### config.mk
export PLATFORM = sky130hd
export DESIGN_NAME = layer_sequencer
export DESIGN_NICKNAME = d
export VERILOG_FILES = /design/src/rtl/layer_sequencer.sv
export SDC_FILE = /design/constraint.sdc
export NUM_CORES = 1
export LEC_CHECK = 0
export BUFFER_PORTS_ARGS = -buffer_cell sky130_fd_sc_hd__buf_2
export CAP_MARGIN = 10
export CORE_MARGIN = 5
export CORE_UTILIZATION = 25
export DETAILED_ROUTE_END_ITERATION = 8
export GPL_ROUTABILITY_DRIVEN = 0
export HOLD_SLACK_MARGIN = 0.1
export SLEW_MARGIN = 15
export SYNTH_ARGS = -nofsm -noshare
export SYNTH_HDL_FRONTEND = slang
export SYNTH_SLANG_ARGS = --single-unit
### constraint.sdc
create_clock -name clk -period 3.2 [get_ports clk]
set_input_delay 0 -clock clk [delete_from_list [all_inputs] [get_ports clk]]
set_output_delay 0 -clock clk [all_outputs]
set_load 0.05 [all_outputs]
### src/rtl/layer_sequencer.sv
// Layer sequencer: walks one fully connected layer through a single MAC, one
// neuron at a time, and assembles the activated 16-bit results into layer_out.
module layer_sequencer #(
  parameter int N_NEURONS = 4,
  parameter int N_INPUTS  = 12,
  parameter int BASE_ADDR = 0,
  parameter int N         = 16,
  parameter int Q         = 12,
  parameter int RELU      = 1,
  parameter int TIMEOUT   = 1024
) (
  input  logic                    clk,
  input  logic                    rst_n,
  input  logic                    layer_start,
  output logic                    mac_run,
  output logic signed [31:0]      mac_start,
  output logic signed [31:0]      mac_size,
  input  logic                    mac_done,
  input  logic [N-1:0]            mac_out,
  output logic [N_NEURONS*N-1:0]  layer_out,
  output logic                    busy,
  output logic                    layer_done,
  output logic                    timeout_err
);

  localparam int KW = (N_NEURONS > 1) ? $clog2(N_NEURONS) : 1;
  localparam int TW = $clog2(TIMEOUT + 1);

  if (N_NEURONS < 1 || N_NEURONS > 64 || Q >= N) begin : g_param_err
    $error("layer_sequencer: illegal parameter set");
  end

  typedef enum logic [2:0] {
    S_IDLE, S_ISSUE, S_ARM, S_RUN, S_CAPTURE, S_DONE
  } state_e;

  state_e                  state_q, state_d;
  logic [KW-1:0]           k_q, k_d;
  logic [TW-1:0]           timer_q, timer_d;
  logic                    done_prev_q;
  logic                    mac_run_q, mac_run_d;
  logic signed [31:0]      mac_start_q, mac_start_d;
  logic [N_NEURONS*N-1:0]  layer_out_q, layer_out_d;
  logic                    busy_q, busy_d;
  logic                    layer_done_q, layer_done_d;
  logic                    timeout_err_q, timeout_err_d;
  logic                    done_rise_s;

  // Only a 0->1 transition counts; a done level left over from before RUN is stale.
  assign done_rise_s = mac_done & ~done_prev_q;

  // Next-state and next-output logic; outputs are derived from the next state so they register cleanly.
  always_comb begin
    state_d       = state_q;
    k_d           = k_q;
    timer_d       = timer_q;
    mac_start_d   = mac_start_q;
    layer_out_d   = layer_out_q;
    timeout_err_d = timeout_err_q;
    case (state_q)
      S_IDLE: begin
        if (layer_start) begin
          state_d       = S_ISSUE;
          k_d           = '0;
          timeout_err_d = 1'b0;
        end else begin
          state_d = S_IDLE;
        end
      end
      S_ISSUE: begin
        mac_start_d = 32'(BASE_ADDR) + 32'(k_q) * 32'(N_INPUTS);
        timer_d     = '0;
        state_d     = S_ARM;
      end
      S_ARM: begin
        state_d = S_RUN;
      end
      S_RUN: begin
        timer_d = timer_q + TW'(1);
        if (done_rise_s) begin
          state_d = S_CAPTURE;
        end else if (timer_q == TW'(TIMEOUT - 1)) begin
          timeout_err_d = 1'b1;
          state_d       = S_DONE;
        end else begin
          state_d = S_RUN;
        end
      end
      S_CAPTURE: begin
        // Sign bit set (including negative zero) means negative for ReLU.
        if ((RELU != 0) && mac_out[N-1]) begin
          layer_out_d[k_q*N +: N] = '0;
        end else begin
          layer_out_d[k_q*N +: N] = mac_out;
        end
        if (k_q == KW'(N_NEURONS - 1)) begin
          state_d = S_DONE;
        end else begin
          k_d     = k_q + KW'(1);
          state_d = S_ISSUE;
        end
      end
      S_DONE: begin
        state_d = S_IDLE;
      end
      default: begin
        state_d = S_IDLE;
      end
    endcase
    mac_run_d    = (state_d == S_RUN);
    busy_d       = (state_d != S_IDLE);
    layer_done_d = (state_d == S_DONE);
  end

  // State and registered outputs; reset aborts any pass in flight.
  always_ff @(posedge clk or negedge rst_n) begin
    if (!rst_n) begin
      state_q       <= S_IDLE;
      k_q           <= '0;
      timer_q       <= '0;
      done_prev_q   <= 1'b0;
      mac_run_q     <= 1'b0;
      mac_start_q   <= 32'(BASE_ADDR);
      layer_out_q   <= '0;
      busy_q        <= 1'b0;
      layer_done_q  <= 1'b0;
      timeout_err_q <= 1'b0;
    end else begin
      state_q       <= state_d;
      k_q           <= k_d;
      timer_q       <= timer_d;
      done_prev_q   <= mac_done;
      mac_run_q     <= mac_run_d;
      mac_start_q   <= mac_start_d;
      layer_out_q   <= layer_out_d;
      busy_q        <= busy_d;
      layer_done_q  <= layer_done_d;
      timeout_err_q <= timeout_err_d;
    end
  end

  assign mac_run     = mac_run_q;
  assign mac_start   = mac_start_q;
  assign mac_size    = 32'(N_INPUTS);
  assign layer_out   = layer_out_q;
  assign busy        = busy_q;
  assign layer_done  = layer_done_q;
  assign timeout_err = timeout_err_q;

endmodule

## Word level (Yosys, flattened, before mapping)

Index checks and enable logic that the tools add are counted.

| storage, ports and cells | value |
|---|---|
| bits in registers | 89 |
| output and inout bits | 132 |
| word-level logic and storage cells | 54 |

| cells by class | value |
|---|---|
| add/subtract/negate cells | 3 |
| multipliers | 1 |
| eq/ne operators | 12 |
| shift operators | 3 |
| mux-type cells | 16 |
| bitwise logic cells | 2 |
| reduce and logical (&&, ||, !) cells | 7 |

Operator list:

| cell | count |
|---|---|
| $bwmux 64 | 2 |
| $mux 64 | 1 |
| $shift 16x34->64 const A | 1 |
| $shiftx 16x34->64 | 1 |
| $shiftx 16x34->64 const A | 1 |
| $neg 6->34 | 1 |
| $pmux 11 s2 | 1 |
| $pmux 3 s5 | 1 |
| $add 11x1->11 const B | 1 |
| $eq 11x10->1 const B | 1 |
| $eq 3x2->1 const B | 3 |
| $mux 3 | 3 |
| $ne 2x2->1 const B | 4 |
| $eq 3x3->1 const B | 2 |
| $reduce_bool 2->1 | 3 |
| $mul 2x2->4 const B | 1 |
| $mux 1 | 4 |
| $mux 2 | 2 |
| $pmux 2 s2 | 1 |
| $reduce_and 4->1 | 1 |
| $eq 3x1->1 const B | 1 |
| $logic_not 3->1 | 1 |
| $reduce_and 3->1 | 1 |
| $reduce_bool 3->1 | 1 |
| 5 further kinds | 5 |

## Logic depth before layout (Yosys ltp)

Gate-level depths: netlist (run 1).

| logic depth | value |
|---|---|
| word-level depth | 5 |
| mapped depth | 7 |
| depth with buffers taken out | 6 |

## Worst setup path before layout (run 1)

Ideal clock, no wire load.

| path | value |
|---|---|
| path kind | register -> register |
| start point | register k_q[0] |
| end point | register layer_out_q[10], in the netlist layer_out[10] |
| library setup time | 0.067 ns |
| arrival | 1.691 ns |
| data required time | 3.133 ns |
| path slack | 1.442 ns |
| cell stages (with the launch flop) | 6 |
| buffers on the path | 1 |
| period minus slack after synthesis | 1.758 ns |
| cells stage by stage | dfrtp_1 inv_1 ha_1 nor4_4 buf_6 a22o_1 |

| between the ends | value |
|---|---|
| word-level cells in the longest chain between the ends | 4 |

Ends and longest elaborated chain:

| what | line | RTL |
|---|---|---|
| start, declared | 38 | `logic [KW-1:0] k_q, k_d;` |
| start signal, assigned | 130 | `k_q <= k_d;` |
| $neg 6->34 * | 92, 94 |  |
| $shiftx 16x34->64, or another cell as far along | 94 | `layer_out_d[k_q*N +: N] = mac_out;` |
| $bwmux 64, on equally long branches | 94, 92 |  |
| $mux 64 * | 91 | `if ((RELU != 0) && mac_out[N-1]) begin` |
| end signal, assigned | 135 | `layer_out_q <= layer_out_d;` |
| end, declared | 43 | `logic [N_NEURONS*N-1:0] layer_out_q, layer_out_d;` |

Every way passes the cells marked *; elsewhere a longest branch is shown, timed or not.
A chain may end at the register's enable or synchronous reset.

## Final worst setup path (run 1)

| path | value |
|---|---|
| start point | register k_q[0] |
| end point | register layer_out_q[7], in the netlist layer_out[7] |

Same word-level chain as after synthesis.

==> results.cfg, run 1 <==
[outcome]
status = finished clean

[power_and_ir_drop]
peakVddDrop_mv = 0.242
power_density_nw_per_um2 = 732
p_leak_nw = 2.59

[timing]
post-route-period-util_pct = 75.6
fin_skew_ns = 0.00618
tns_ns = 0
rsz0062_at_grt = false
maxSlewViolCount = 0
fin_crit_ns = 2.42
setup_viol = 0
slew_headroom_pct = 33.6
max_freq_ghz = 0.413
worst_slack_ns = 0.781
hold_viol_final = 0
max_slew.worst_pin.slew_ns = 0.989

[setup_path]
path_cells = inv_1 -> ha_1 -> nor4_4 -> a22o_1
slowest_delay_ns = 0.90
crit_slowest_cell = nor4_4
crit_buf_inv = 1
path_delay_family = simple AND/OR/NAND/NOR gates
crit_arrival_ns = 2.69
critPathCaptureType = flip-flop
critPathKind = reg2reg
path_max_fanout = 15
critPathLaunchType = flip-flop
crit_required_ns = 3.47

[detailed_routing]
viasPerCell = 4.34
num_vias = 2898
maxUsedRoutingLayer = met4
dr.pass1.iters = 4
dr_wl_met2_um = 4570
antenna_left = 0
wl_um = 9960
wl_per_cell_um = 14.9
met1_length_um = 4270
met3_length_um = 958
drcViolationCount = 0
drt-initial-drc-count = 161

[final_layout]
drive_gt1_share_pct = 26.6
syn_to_final_growth_pct = 21.6
antenna_cells = 0
finalInstanceArea_um2 = 4930
num-fill-cells = 1605
nNetsFinal = 474

[die]
core_area_um2 = 15900
rows = 46
chipHeight_um = 137
dieArea_um2 = 18900
dieWidth_um = 137
start_util_pct = 25.5
ios = 152

[run]
maxCapViolCount = 0

[logic_synthesis]
synthCells = 342
yosysSeqAreaShare_pct = 54.9
synth_top_family_by_area = compound AO/OA/AOI/OAI gates
synth_async_sr_flop_share_pct = 100
synthesis.area_um2 = 4060
synth_top_area_share_pct = 54.9
synth_mux_area_share_pct = 1.85
synth_edf_count = 0
syn_area_per_cell_um2 = 11.9
yosys_warnings = 0
yosysTopAreaCell = dfrtp_1
synth-simple-area-share_pct = 9.87
synth_compound_area_share_pct = 17.1
ys.flop_type = dfrtp_1
synthAdderAreaFrac_pct = 2.47
synth_area_leaders = dfrtp_1, a22o_1, buf_4
synth_commonest_cells = dfrtp_1, a22o_1, buf_4, nand2_1, o21ai_0
yosysMostFrequentCell = dfrtp_1
synth-xor-area-share_pct = 0.216
yosysUniqueCellTypes = 41
synth_seq_cells = 89

[clocking]
cts.sinks = 89
clk_latency_ns = 0.34
cts_buffers = 9
cts_resized = 0
clock_path_buffers = 2
cts_tree = built
clkTransAtPathRegs_ns = 0.06
h-tree-depth = 3
root_buffer = clkbuf_16

[global_route]
antenna_found_initial = 0
grt_remaining_overflow = 0
grt_usage_pct = 10.2
grt_max_degree = 90
grt_pass1_vias = 2752
grt_pass1_wl_um = 15200

[worst_hold_path]
min_path_type = in2reg

[placed_design]
place_area_um2 = 4480
portBuffers = 91
pre_cts_ws_ns = 0.762
dp_hpwl_um = 7240
## repair_timing
action                                  in CTS  in global routing
hold buffers                                18                  0
hold endpoints to repair                   155                  0
endpoints found under the setup margin       0                  0
setup buffers                                0                  0
## per-layer routing
metal,GRT usage (%),vias up
met1,13.0,1425
met4,3.94,0
met2,16.5,137
met3,2.63,14
li1,-,1322
met5,0,-
## worst paths after layout
check | from | endpoint | slack [ns] | depth (start not counted)
min reg2reg | layer_out[47] | layer_out[47] | 0.49 | 1
max in group asynchronous | rst_n | timer_q[10] | 2.35 | 2
max reg2reg | k_q[0] | layer_out[7] | 0.78 | 4
max | k_q[0] | layer_out[7] | 0.78 | 4
min in group asynchronous | rst_n | layer_out[47] | 0.28 | 2
min | mac_out[15] | layer_out[13] | 0.13 | 3
## kinds of logic (layout without fill, tap and decap cells)
| group | after synthesis | count (layout) |
|---|---|---|
| AO/OA/AOI/OAI | 88 | 88 |
| XOR/XNOR | 1 | 1 |
| adder cells (fa/ha/maj) | 8 | 8 |
| buffers and inverters | 78 | 129 |
| flip-flops | 89 | 89 |
| multiplexers | 7 | 7 |
| other | 2 | 60 |
| AND/OR/NAND/NOR | 69 | 69 |
## sequential cells by signal (all words and copies together), names as in the netlist
register / cells
layer_out: 64
timer_q: 11
mac_start: 4
state_q: 3
k_q: 2
busy: 1
done_prev_q: 1
layer_done: 1
mac_run: 1
timeout_err: 1
## tightest hold or removal path: stages
cell	delay [ns]
buf_2	0.12
nor4_4	0.11
a22o_1	0.19
## final cells by class
type                       count  area (um2)  area share, %
clock inverter                 6        45.0          0.913
inverter                       4        15.0          0.304
tap                          216         270           5.48
clock buffer                  10         229           4.64
multi-input combinational    233        1510           30.5
timing repair buffer         109         642           13.0
sequential                    89        2230           45.1
## stage by stage
step / hold slack, ns / utilization (%) / power, mW / std cells
after global placement: 0.125 / 28.2 / 2.64 / 633
final: 0.128 / 31.1 / 3.61 / 667
after CTS: 0.126 / 31.0 / 3.64 / 667
after global routing: 0.148 / 31.1 / 3.80 / 667
after detailed placement: 0.140 / 28.2 / 2.65 / 633
after floorplan: -0.296 / - / 2.45 / 400
## power by group
group	leakage (nW)	switching, mW	internal (mW)	total, mW
Clock	0.125	0.435	0.527	0.963
Sequential	1.21	0.141	1.28	1.43
Combinational	1.25	0.905	0.315	1.22
## layout by cell type (no fill, tap or decap), drive strengths merged
cell and instances:
clkinvlp 3, o31ai 2, nor4 3, o211ai 1
nor3b 1, nor3 1, a31oi 1, and3 3
conb 60, a21o 2, dlygate4sd3 18, nand2 23
inv 4, nor4bb 1, nor2b 1, nand3 7
a22o 62, or3 3, buf 91, xnor2 1
or2 1, mux2i 3, clkbuf 10, nand3b 1
a21oi 2, ha 8, nand2b 2, mux2 4
o21ai 15, o31a 1, nand4 3, dfrtp 89
o311ai 1, clkinv 3, nor2 12, and2 6
and3b 1, o22ai 1
Note: power is estimated with default switching activity, not from simulation.
==> run 2, diff against run 1 <==
==> constraint.sdc (replaced) <==
create_clock -name clk -period 2.3 [get_ports clk]
set_input_delay 0 -clock clk [delete_from_list [all_inputs] [get_ports clk]]
set_output_delay 0 -clock clk [all_outputs]
set_load 0.05 [all_outputs]
==> run 2 against run 1 <==
Against the previous run:
- register-to-register slack got worse by 0.51 ns
- power is 49% higher
- maximum frequency grew 19%
- worst hold slack better by 0.12 ns
- global-route usage rose by 0.51 points
- non-clock buffer count grew 12
- routed wire length up 4.9%
- critical path type unchanged
==> results.cfg, run 2 (synthesis gave the netlist of run 1 again) <==
[die]
core_area_um2 = 15900
start_util_pct = 25.5
rows = 46
ios = 152
chipHeight_um = 137
dieWidth_um = 137
dieArea_um2 = 18900

[setup_path]
critPathLaunchType = flip-flop
critPathCaptureType = flip-flop
crit_arrival_ns = 2.31
path_depth = 5
crit_required_ns = 2.58
r2r_setup_slack_ns = 0.27
path_max_fanout = 17
path_delay_family = simple AND/OR/NAND/NOR gates
path_cells = nor3b_4 -> nand2_2 -> nor2_2 -> buf_4 -> a22o_1
crit_slowest_cell = dfrtp_1
r2r_cells = 5
critPathKind = reg2reg
slowest_delay_ns = 0.50
crit_buf_inv = 1

[global_route]
grt_usage_pct = 10.7
grt_pass1_vias = 2826
grt_pass1_wl_um = 15600
antenna_found_initial = 0
grt_max_degree = 59
grt_remaining_overflow = 0

[timing]
tns_ns = 0
fin_crit_ns = 2.03
rsz0062_at_grt = false
setup_viol = 0
max_freq_ghz = 0.493
worst_slack_ns = 0.270
hold_viol_final = 0
slew_headroom_pct = 50.4
max_slew.worst_pin.slew_ns = 0.744
maxSlewViolCount = 0
post-route-period-util_pct = 88.3
fin_skew_ns = 0.0109

[final_layout]
num-fill-cells = 1590
fin_cells = 679
nNetsFinal = 486
finalInstanceArea_um2 = 5080
mostFrequentLayoutCells = buf_2, dfrtp_1, a22o_1, conb_1, nand2_1
final_common_cell = buf_2
drive_gt1_share_pct = 28.7
syn_to_final_growth_pct = 25.1
largest_reg_flops = 64
antenna_cells = 0

[detailed_routing]
dr.pass1.iters = 4
wl_um = 10400
drt-initial-drc-count = 196
drcViolationCount = 0
wl_per_cell_um = 15.4
num_vias = 2947
viasPerCell = 4.34
antenna_left = 0

[placed_design]
dp_hpwl_um = 7630
portBuffers = 91
place_area_um2 = 4570
placed_cells = 645
pre_cts_ws_ns = 0.310

[power_and_ir_drop]
p_sw_share_pct = 40.1
power_mw = 5.38
p_leak_nw = 2.68
combPwrFrac_pct = 32.9
intPower_mw = 3.22
clkPwrFrac_pct = 30.1
p_switching_mw = 2.15
power_frac_seq_pct = 37.0
peakVddDrop_mv = 0.408
power_density_nw_per_um2 = 1060

[clocking]
cts_buffers = 9
clock_path_buffers = 2
clk_latency_ns = 0.34
cts.sinks = 89
clkTransAtPathRegs_ns = 0.07
cts_setup_buffers = 0
cts_resized = 0
hold_buffers = 18
h-tree-depth = 3
cts_tree = built
root_buffer = clkbuf_16

[worst_hold_path]
holdPathStages = 4
min_path_type = in2reg

[run]
maxCapViolCount = 0

[outcome]
status = finished clean
[run 2: path summary, 6_finish.rpt]
path / start / to
max: state_q[2] / layer_out[37]
min: mac_out[15] / layer_out[0]
max reg2reg: state_q[2] / layer_out[37]
min reg2reg: timeout_err / timeout_err
max in group asynchronous: rst_n / timer_q[10]
min in group asynchronous: rst_n / layer_out[63]
[run 2: power by group through the flow]
stage / clock network [mW] / registers, mW / logic (mW)
after detailed placement: 0 / 2.02 / 1.75
after global routing: 1.72 / 2.02 / 1.89
after CTS: 1.65 / 1.99 / 1.78
after floorplan: 0 / 2.51 / 0.904
final: 1.62 / 1.99 / 1.77
after global placement: 0 / 2.02 / 1.72
[run 2: tightest hold or removal path: cells and delay by family]
family	cells	cell delay (ns)
buf+inv	2	0.31
compound gates	1	0.18
simple gates	1	0.05
[run 2: layer usage]
metal	vias up	global-route usage (%)	routed length, um
li1	1343	-	-
met1	1464	13.9	4450
met2	132	17.5	4970
met3	8	2.96	934
met4	0	2.99	93
met5	-	0	0
[run 2: layout make-up]
type	instances	area, um2	area share, %
clock buffers	9	225	4.44
clock inverters	7	105	2.07
inverters	4	15.0	0.296
multi-input cells	233	1510	29.7
flip-flops and latches	89	2230	43.9
well taps	216	270	5.32
repair buffers	121	728	14.3
[run 2: stage by stage]
stage               hold slack [ns]  util [%]
global placement             0.0879      28.7
detailed placement            0.104      28.7
global route                  0.257      32.0
finish                        0.246      32.0
floorplan                    -0.296         -
CTS                           0.240      32.0
